File: config.mk
export PLATFORM = sky130hd
export DESIGN_NAME = vga_sync_decoder
export DESIGN_NICKNAME = d
export VERILOG_FILES = /design/src/rtl/vga_sync_decoder_pkg.sv /design/src/rtl/vga_edge_detect.sv /design/src/rtl/vga_sync_decoder.sv
export SDC_FILE = /design/constraint.sdc
export NUM_CORES = 1
export LEC_CHECK = 0
export CORE_MARGIN = 8
export CORE_UTILIZATION = 42
export DETAILED_ROUTE_END_ITERATION = 12
export PLACE_DENSITY = 0.67
export SYNTH_ARGS = -nofsm -noshare
export SYNTH_HDL_FRONTEND = slang
export SYNTH_SLANG_ARGS = --single-unit
File: constraint.sdc
create_clock -name i_clk -period 2.4 [get_ports i_clk]
set_clock_uncertainty 0.2 [all_clocks]
set_input_delay 0.48 -clock i_clk [delete_from_list [all_inputs] [get_ports i_clk]]
set_output_delay 0.48 -clock i_clk [all_outputs]
set_load 0.03 [all_outputs]
File: src/rtl/vga_sync_decoder_pkg.sv
// ============================================================================
//  Module      : vga_sync_decoder_pkg
//  Description : Shared VGA 640x480@60 timing constants, the 10-bit counter
//                type and the decoder FSM state encoding. The timing
//                constants are also used by the sync generator.
//  Revision    : 1.0 - initial release
// ============================================================================
`default_nettype none

package vga_sync_decoder_pkg;

    // Horizontal timing in pixel clocks
    localparam int c_H_VISIBLE = 640;
    localparam int c_H_FRONT   = 16;
    localparam int c_H_SYNC    = 96;
    localparam int c_H_BACK    = 48;
    localparam int c_H_TOTAL   = c_H_VISIBLE + c_H_FRONT + c_H_SYNC + c_H_BACK;  // 800

    // Vertical timing in lines
    localparam int c_V_VISIBLE = 480;
    localparam int c_V_FRONT   = 10;
    localparam int c_V_SYNC    = 2;
    localparam int c_V_BACK    = 33;
    localparam int c_V_TOTAL   = c_V_VISIBLE + c_V_FRONT + c_V_SYNC + c_V_BACK;  // 525

    // All position / measurement counters are 10 bits wide
    typedef logic [9:0] cnt_t;

    // Decoder FSM state encoding
    typedef logic [1:0] state_t;
    localparam state_t c_ST_SEARCH  = 2'd0;
    localparam state_t c_ST_MEASURE = 2'd1;
    localparam state_t c_ST_LOCKED  = 2'd2;

endpackage

`default_nettype wire

File: src/rtl/vga_edge_detect.sv
// ============================================================================
//  Module      : vga_edge_detect
//  Description : Two-stage input register (s1, s2) with edge outputs derived
//                by comparing s1 against s2.
//  Ports       : i_clk  - clock
//                i_rst  - synchronous active-high reset
//                i_d    - raw input pin
//                o_q    - stage-1 registered copy of i_d
//                o_rise - s1 high, s2 low
//                o_fall - s1 low, s2 high
//  Revision    : 1.0 - initial release
// ============================================================================
`default_nettype none

module vga_edge_detect (
    input  logic i_clk,
    input  logic i_rst,
    input  logic i_d,
    output logic o_q,
    output logic o_rise,
    output logic o_fall
);

    logic r_s1;
    logic r_s2;

    always_ff @(posedge i_clk) begin
        if (i_rst) begin
            r_s1 <= 1'b0;
            r_s2 <= 1'b0;
        end else begin
            r_s1 <= i_d;
            r_s2 <= r_s1;
        end
    end

    assign o_q    = r_s1;
    assign o_rise = r_s1 & ~r_s2;
    assign o_fall = ~r_s1 & r_s2;

endmodule

`default_nettype wire

File: src/rtl/vga_sync_decoder.sv
// ============================================================================
//  Module      : vga_sync_decoder
//  Description : Recovers pixel position from VGA sync/blank inputs, measures
//                line width and frame height, and locks once LOCK_FRAMES
//                consecutive frames match the expected timing.
//  Ports       : i_clk, i_rst                - pixel clock, sync active-high reset
//                i_hsync_n, i_vsync_n        - active-low sync pulses
//                i_hblank_n, i_vblank_n      - blanking, low = blanked
//                o_x, o_y                    - visible column / row
//                o_active                    - pixel visible
//                o_line_start, o_frame_start - hsync / vsync falling-edge pulses
//                o_locked                    - timing matches parameters
//                o_err                       - one-cycle violation pulse while locked
//                o_line_width, o_frame_height- last measured values
//  Revision    : 1.0 - initial release
// ============================================================================
`default_nettype none

module vga_sync_decoder
    import vga_sync_decoder_pkg::*;
#(
    parameter int LINE_WIDTH   = c_H_TOTAL,
    parameter int FRAME_HEIGHT = c_V_TOTAL,
    parameter int LOCK_FRAMES  = 2
) (
    input  logic       i_clk,
    input  logic       i_rst,
    input  logic       i_hsync_n,
    input  logic       i_vsync_n,
    input  logic       i_hblank_n,
    input  logic       i_vblank_n,
    output logic [9:0] o_x,
    output logic [9:0] o_y,
    output logic       o_active,
    output logic       o_line_start,
    output logic       o_frame_start,
    output logic       o_locked,
    output logic       o_err,
    output logic [9:0] o_line_width,
    output logic [9:0] o_frame_height
);

    localparam cnt_t c_LINE_W   = cnt_t'(LINE_WIDTH);
    localparam cnt_t c_FRAME_H  = cnt_t'(FRAME_HEIGHT);
    localparam cnt_t c_CNT_MAX  = '1;
    localparam int   c_GOOD_W   = $clog2(LOCK_FRAMES + 1);
    localparam logic [c_GOOD_W-1:0] c_GOOD_LAST = c_GOOD_W'(LOCK_FRAMES - 1);
    localparam logic [c_GOOD_W-1:0] c_GOOD_FULL = c_GOOD_W'(LOCK_FRAMES);

    // Bit positions of each input in the edge-detector vectors
    localparam int c_HS = 3;
    localparam int c_VS = 2;
    localparam int c_HB = 1;
    localparam int c_VB = 0;

    logic [3:0] w_pin;
    logic [3:0] w_q;
    logic [3:0] w_rise;
    logic [3:0] w_fall;

    assign w_pin = {i_hsync_n, i_vsync_n, i_hblank_n, i_vblank_n};

    for (genvar gi = 0; gi < 4; gi++) begin : g_edge
        vga_edge_detect u_edge (
            .i_clk  (i_clk),
            .i_rst  (i_rst),
            .i_d    (w_pin[gi]),
            .o_q    (w_q[gi]),
            .o_rise (w_rise[gi]),
            .o_fall (w_fall[gi])
        );
    end

    // Edge/level bits this block has no use for
    logic w_unused;
    assign w_unused = ^{w_q[c_HS], w_q[c_VS], w_rise[c_HS], w_rise[c_VS],
                        w_fall[c_HB], w_fall[c_VB]};

    logic w_hs_fall;
    logic w_vs_fall;
    logic w_hb_rise;
    logic w_vb_rise;
    logic w_vis_s1;

    assign w_hs_fall = w_fall[c_HS];
    assign w_vs_fall = w_fall[c_VS];
    assign w_hb_rise = w_rise[c_HB];
    assign w_vb_rise = w_rise[c_VB];
    assign w_vis_s1  = w_q[c_HB] & w_q[c_VB];

    // ------------------------------------------------------------------------
    // Line / frame measurement and pixel position
    // ------------------------------------------------------------------------
    cnt_t r_h_cnt;
    cnt_t r_v_cnt;
    cnt_t w_h_cnt_p1;
    cnt_t w_v_cnt_p1;
    logic r_y_pend;     // vblank ended; next hblank rise is row 0

    assign w_h_cnt_p1 = r_h_cnt + 10'd1;
    assign w_v_cnt_p1 = r_v_cnt + 10'd1;

    always_ff @(posedge i_clk) begin
        if (i_rst) begin
            r_h_cnt        <= '0;
            r_v_cnt        <= '0;
            r_y_pend       <= 1'b0;
            o_x            <= '0;
            o_y            <= '0;
            o_active       <= 1'b0;
            o_line_start   <= 1'b0;
            o_frame_start  <= 1'b0;
            o_line_width   <= '0;
            o_frame_height <= '0;
        end else begin
            o_line_start  <= w_hs_fall;
            o_frame_start <= w_vs_fall;
            o_active      <= w_vis_s1;

            if (w_hs_fall) begin
                r_h_cnt      <= '0;
                o_line_width <= w_h_cnt_p1;
                // Frame boundary only when vsync falls on the same cycle
                r_v_cnt      <= w_vs_fall ? '0 : w_v_cnt_p1;
            end else if (r_h_cnt != c_CNT_MAX) begin
                r_h_cnt <= w_h_cnt_p1;
            end

            if (w_vs_fall) begin
                o_frame_height <= w_v_cnt_p1;
            end

            if (w_hb_rise) begin
                o_x <= '0;
            end else if (w_vis_s1) begin
                o_x <= o_x + 10'd1;
            end

            // vblank and hblank normally rise together at the top of the
            // frame, so a coincident vblank rise also restarts the row count.
            if (w_hb_rise) begin
                o_y      <= (r_y_pend || w_vb_rise) ? '0 : o_y + 10'd1;
                r_y_pend <= 1'b0;
            end else if (w_vb_rise) begin
                r_y_pend <= 1'b1;
            end
        end
    end

    // ------------------------------------------------------------------------
    // Lock FSM
    // ------------------------------------------------------------------------
    state_t              r_state;
    logic [c_GOOD_W-1:0] r_good;
    logic                r_line_err;
    logic                w_line_bad;
    logic                w_height_ok;
    logic                w_viol;

    assign w_line_bad  = w_hs_fall && (w_h_cnt_p1 != c_LINE_W);
    assign w_height_ok = (w_v_cnt_p1 == c_FRAME_H);
    assign w_viol      = w_line_bad
                       || (w_vs_fall && !w_height_ok)
                       || (w_vs_fall && !w_hs_fall)
                       || (r_h_cnt == c_CNT_MAX);

    always_ff @(posedge i_clk) begin
        if (i_rst) begin
            r_state    <= c_ST_SEARCH;
            r_good     <= '0;
            r_line_err <= 1'b0;
            o_locked   <= 1'b0;
            o_err      <= 1'b0;
        end else begin
            o_err <= 1'b0;
            case (r_state)
                c_ST_SEARCH: begin
                    if (w_vs_fall) begin
                        r_state    <= c_ST_MEASURE;
                        r_good     <= '0;
                        r_line_err <= 1'b0;
                    end
                end
                c_ST_MEASURE: begin
                    if (w_vs_fall) begin
                        // A bad line ending on this very edge belongs to the
                        // frame being judged, so it is folded in here.
                        r_line_err <= 1'b0;
                        if (w_height_ok && !r_line_err && !w_line_bad) begin
                            if (r_good == c_GOOD_LAST) begin
                                r_good  <= c_GOOD_FULL;
                                r_state <= c_ST_LOCKED;
                            end else begin
                                r_good <= r_good + 1'b1;
                            end
                        end else begin
                            r_good <= '0;
                        end
                    end else if (w_line_bad) begin
                        r_line_err <= 1'b1;
                    end
                end
                c_ST_LOCKED: begin
                    if (w_viol) begin
                        r_state <= c_ST_SEARCH;
                        o_err   <= 1'b1;
                    end
                end
                default: r_state <= c_ST_SEARCH;
            endcase
            o_locked <= (r_state == c_ST_LOCKED) && !w_viol;
        end
    end

endmodule

`default_nettype wire

# [After elaboration in Yosys (flattened, before gate mapping)]
# Cells that the tools add are included.
[word_totals] inputBits=6 out_inout_bits=45 register_bits=79
[op_classes] n_addsub=5 eq_ne=13 reduce_logical=23 n_bitwise=10 mux=18
[op_table] cell="$add 10x1->10 const B" count=4
[op_table] cell="$eq 10x10->1 const B" count=2
[op_table] cell="$mux 10" count=2
[op_table] cell="$ne 10x10->1 const B" count=2
[op_table] cell="$mux 2" count=9
[op_table] cell="$ne 2x2->1 const B" count=5
[op_table] cell="$logic_and 1x1->1" count=6
[op_table] cell="$pmux 2 s3" count=1
[op_table] cell="$reduce_and 3->1" count=2
[op_table] cell="$reduce_or 2->1" count=3
[op_table] cell="$and 1x1->1" count=5
[op_table] cell="$logic_not 1->1" count=5
[op_table] cell="$not 1->1" count=5
[op_table] cell="$reduce_and 5->1" count=1
[op_table] cell="$eq 2x1->1 const B" count=2
[op_table] cell="$logic_or 1x1->1" count=4
[op_table] cell="$mux 1" count=4
[op_table] cell="$pmux 2 s2" count=1
[op_table] cell="$ne 3x3->1 const B" count=1
[op_table] cell="$add 2x1->2 const B" count=1
[op_table] cell="$eq 2x2->1 const B" count=1
[op_table] cell="$logic_not 2->1" count=1
[op_table] cell="$pmux 1 s2" count=1
[op_table] cell="$reduce_bool 2->1" count=1

# [Logic depth before layout (Yosys ltp)]
[depth] word_depth=9 ltp_mapped=8 ltp_nobuf=7

# [Hierarchy]
# Synthesis repeated with hierarchy kept, for this count alone.
[hier_totals] cells_unflattened=387 area_unflattened_um2=3404.5
[by_module_without_submodules] mod="vga_sync_decoder" cells_per_inst=363 seq_area_each_um2=1421.4 area_each_um2=3144.3 instances=1
[by_module_without_submodules] mod="vga_edge_detect" cells_per_inst=6 seq_area_each_um2=40.0 area_each_um2=65.1 instances=4

# [Worst setup path after synthesis]
# OpenSTA, ideal clock, no wires.
[synth_timing] path_type="reg2reg" from="register r_h_cnt[0]" to="register r_state[0]" setup_ns=0.120 arrival_ns=1.973 stages_incl_launch_ff=8 slack_ns=0.107 t_required_ns=2.080 path_cell_list="dfxtp_1 ha_1 clkbuf_1 nand3b_1 a2111o_1 a211oi_2 nor2_2 o31a_1"
[synth_between] elab_chain_cells=8
[synth_rtl] element="start, declared" line="vga_sync_decoder.sv:94" source="cnt_t r_h_cnt;"
[synth_rtl] element="start signal, assigned" line="vga_sync_decoder.sv:126" source="r_h_cnt <= w_h_cnt_p1;"
[synth_rtl] element="$add 10x1->10" line="vga_sync_decoder.sv:100" source="assign w_h_cnt_p1 = r_h_cnt + 10'd1;"
[synth_rtl] element="$ne 10x10->1" line="vga_sync_decoder.sv:160" source="assign w_line_bad = w_hs_fall && (w_h_cnt_p1 != c_LINE_W);"
[synth_rtl] element="$logic_and 1x1->1" line="vga_sync_decoder.sv:160"
[synth_rtl] element="$logic_or 1x1->1" line="vga_sync_decoder.sv:163" source="|| (w_vs_fall && !w_height_ok)"
[synth_rtl] element="$logic_or 1x1->1" line="vga_sync_decoder.sv:164" source="|| (w_vs_fall && !w_hs_fall)"
[synth_rtl] element="$logic_or 1x1->1" line="vga_sync_decoder.sv:165" source="|| (r_h_cnt == c_CNT_MAX);"
[synth_rtl] element="$ne 2x2->1 (no line)"
[synth_rtl] element="$reduce_and 5->1 (no line) (*)"
[synth_rtl] element="end signal, assigned" line="vga_sync_decoder.sv:169" source="r_state <= c_ST_SEARCH;"
[synth_rtl] element="end signal, assigned" line="vga_sync_decoder.sv:179" source="r_state <= c_ST_MEASURE;"
[synth_rtl] element="end signal, assigned" line="vga_sync_decoder.sv:192" source="r_state <= c_ST_LOCKED;"
[synth_rtl] element="end, declared" line="vga_sync_decoder.sv:153" source="state_t r_state;"
# Mark *: on every way between the ends. The rest lies on a longest branch, timed or not.
# A chain may end at the register's enable or synchronous reset.

# [Worst setup path in the final report]
[layout_timing] from="register r_h_cnt[1]" to="register r_state[0]"
# The elaborated chain is that of the path after synthesis.

==> results.yml <==
global_route:
  grt_pass1_wl_um: 12140
  grt_start_max_net_pins: 28
  grt_pass1_vias: 2597
  grt-ovfl-total: 0
  track_usage: 0.1313
  antenna_found_initial: 0
floorplan:
  start_util: 0.4306
  die_area_mm2: 0.01093
  core-area_mm2: 0.007647
  io_pins: 51
  die_height_um: 104.6
  rows: 32
  dieWidth_um: 104.6
logic_synthesis:
  yosys.area.top_type: "dfxtp_1"
  ys_seq_elements: 79
  synth_top_area_share: 0.4802
  netlist_instances: 376
  synth_area_mm2: 0.003293
  syn_area_per_cell_um2: 8.758
  yosysWarnings: 0
  synth_seq_area_share: 0.4802
  ys_top_cells_by_area: "dfxtp_1, nor2_1, xor2_1, nand2_1, a211oi_1"
  syn-num-nets: 388
  ys_types: 45
timing:
  post-route-min-period_ns: 2.272
  timing.final.hold_violations: 0
  tightest_slew_ns: 0.5885
  fin_crit_sh: 0.9465
  rsz0062_at_grt: "false"
  fin_hold_ws_ns: 0.2535
  slew_headroom: 0.6069
  fmax_mhz: 440.2
  setup_viol: 0
  drv_slew: 0
  setup_tns_ns: 0
worst_setup_path:
  worstPathMaxFanout: 5
  crit_chain: "ha_1 > or3b_1 > a2111o_1 > a211oi_2 > nor2_2 > o31a_1"
  reg2reg_from: "r_h_cnt[1]"
  cp_num_buf_inv: 0
  crit_family: "compound AO/OA/AOI/OAI gates"
  crit_path_top_delay_cell: "a2111o_1"
  path_class: "reg2reg"
  rrSetupSlack_ns: 0.13
  cp-startpoint: "r_h_cnt[1]"
  cpPeakStageDelay_ns: 0.43
  worstSetupStartpointType: "register"
  crit_path_end_kind: "register"
  crit_arrival_ns: 2.30
  worst_ep_required_time_ns: 2.43
power:
  powerDensity_mw_per_mm2: 619.4
  leakage_nw: 1.450
  p_total_mw: 2.577
  peakVddDrop_v: 0.0002676
drt:
  route.vias.total: 2691
  first_pass_iters: 4
  drt-initial-drc-count: 119
  wire_per_inst_um: 13.16
  vias_per_cell: 5.002
  drc: 0
  routed_wirelength_um: 7078
  postRouteAntennaNets: 0
clock_network:
  cts_num_sinks: 79
  cts_tree: "built"
  clk-insertion-delay-late_ns: 0.34
  clk_pin_slew_ns: 0.07
  cts_setup_buffers: 0
  cts_buffers: 9
  root_buffer: "clkbuf_8"
  cts_buffer_depth: 2
  htree_levels: 3
layout:
  n_antenna_cell: 0
  stdcell_area_mm2: 0.004160
  nNetsFinal: 443
  syn_to_final_growth_pct: 26.33
  finalNonFillerCells: 538
  drive_gt1_frac: 0.07110
min_path:
  worst_hold_path_type: "reg2reg"
  worstHoldStart: "r_good[1]"
place:
  gp_congestion: 0.7967
  dpl-instance-area_mm2: 0.003945
  dp_cells: 522
  portBuffers: 50
  hpwlAfterDp_um: 5121
run:
  maxCapViolCount: 0
outcome:
  status: "complete, no violations"
[synth_stat cells (all sizes together)]
library cell   n
nand3b         5
nand2b         6
or4            2
o31a           1
o211ai         1
nand2         40
and2           1
o21a           3
a31o           1
inv            9
nand4b         1
o21ai         10
nand3         20
o21bai         1
a2111o         1
or3            1
nor2          59
nand4          4
clkbuf        15
xnor2         12
o32a           1
nor4b          1
a211oi        19
and4           1
buf            2
nor3b          1
mux2i          1
ha             6
a31oi          2
o21ba          1
xor2          22
a311oi         1
a21o           2
nor2b         12
or3b           2
nor3           3
dfxtp         79
and3           5
o31ai          7
o22ai          1
a21oi         14
[cell usage in the layout (no fill, tap or decap), types with 2 or more instances in the layout]
| cell type | n |
|---|---|
| clkdlybuf4s50_1 | 50 |
| nor2b_1 | 12 |
| a211oi_1 | 18 |
| o21ai_0 | 10 |
| a31oi_1 | 2 |
| and3_1 | 5 |
| ha_1 | 6 |
| nand3b_1 | 5 |
| buf_4 | 10 |
| nand3_1 | 20 |
| o31ai_1 | 6 |
| or4_1 | 2 |
| o21a_1 | 3 |
| clkbuf_8 | 12 |
| a21o_1 | 2 |
| nor3_1 | 3 |
| xor2_1 | 22 |
| a21oi_1 | 14 |
| xnor2_1 | 12 |
| clkbuf_1 | 2 |
| nand4_1 | 4 |
| nor2_1 | 58 |
| inv_1 | 9 |
| dfxtp_1 | 79 |
| nand2_1 | 40 |
| nand2b_1 | 6 |
[stage by stage]
stage | setup WS, ns | util
2_1_floorplan | 0.1071 | -
3_3_place_gp | 0.1363 | 0.5159
3_5_place_dp | 0.1004 | 0.5159
4_1_cts | 0.08357 | 0.5434
5_1_grt | 0.01034 | 0.5440
6_report | 0.1283 | 0.5440
[layout make-up]
cell class                      count  area, µm²
Fill cell                         713       3487
Multi-Input combinational cell    271       1612
Sequential cell                    79       1582
Timing Repair Buffer               61      595.6
Clock buffer                       14      172.7
Tap cell                          102      127.6
Clock inverter                      2      37.54
Inverter                            9      33.78
[worst reg2reg max path: cells and delay by family (launching register included)]
kind / cells / cell delay, ns
DFF: 1 / 0.34
AOI/OAI and AO/OA: 3 / 0.99
and+or+nand+nor: 2 / 0.44
adders and majority gates: 1 / 0.20
[what timing repair did]
item / 4_1_cts / 5_1_grt
setup endpoints to repair: 0 / 2
hold buffers: 0 / 0
endpoints found under the hold margin: 0 / 0
resized for setup: 0 / 1
[where the power goes]
part           total, mW  leakage [nW]  internal, mW  switching [mW]
logic              0.196         0.706        0.0807           0.116
registers           1.36         0.641          1.34          0.0223
clock network       1.02         0.103         0.567           0.450
[path summary, 6_finish.rpt]
kind / cells after the start / to
hold reg to reg: 2 / r_good[1]
setup / recovery: 6 / r_state[0]
hold / removal: 2 / r_good[1]
setup reg to reg: 6 / r_state[0]
[registers in the layout, indices dropped and copies added, names as in the netlist, 2 cells and up]
register and flops:
o_x 10, o_y 10, o_line_width 10, r_h_cnt 10, r_good 2, o_frame_height 10
g_edge.u_edge.r_s2 4, r_state 2, r_v_cnt 10, g_edge.u_edge.o_q 4
[cell families after synthesis]
group           share of synthesized area
buf+inv                           0.03191
mux                              0.003040
compound gates                     0.1364
xor+xnor                          0.09042
flops                              0.4802
simple gates                       0.2352
fa+ha+maj                         0.02280
[layer usage]
layer,GRT usage,share of wire,up-vias
met1,0.1617,0.47,1233
li1,-,-,1394
met3,0.03686,0.051,11
met5,0,0,-
met4,0.05895,0.015,0
met2,0.2090,0.46,53
Note: power is estimated with default switching activity, not from simulation.
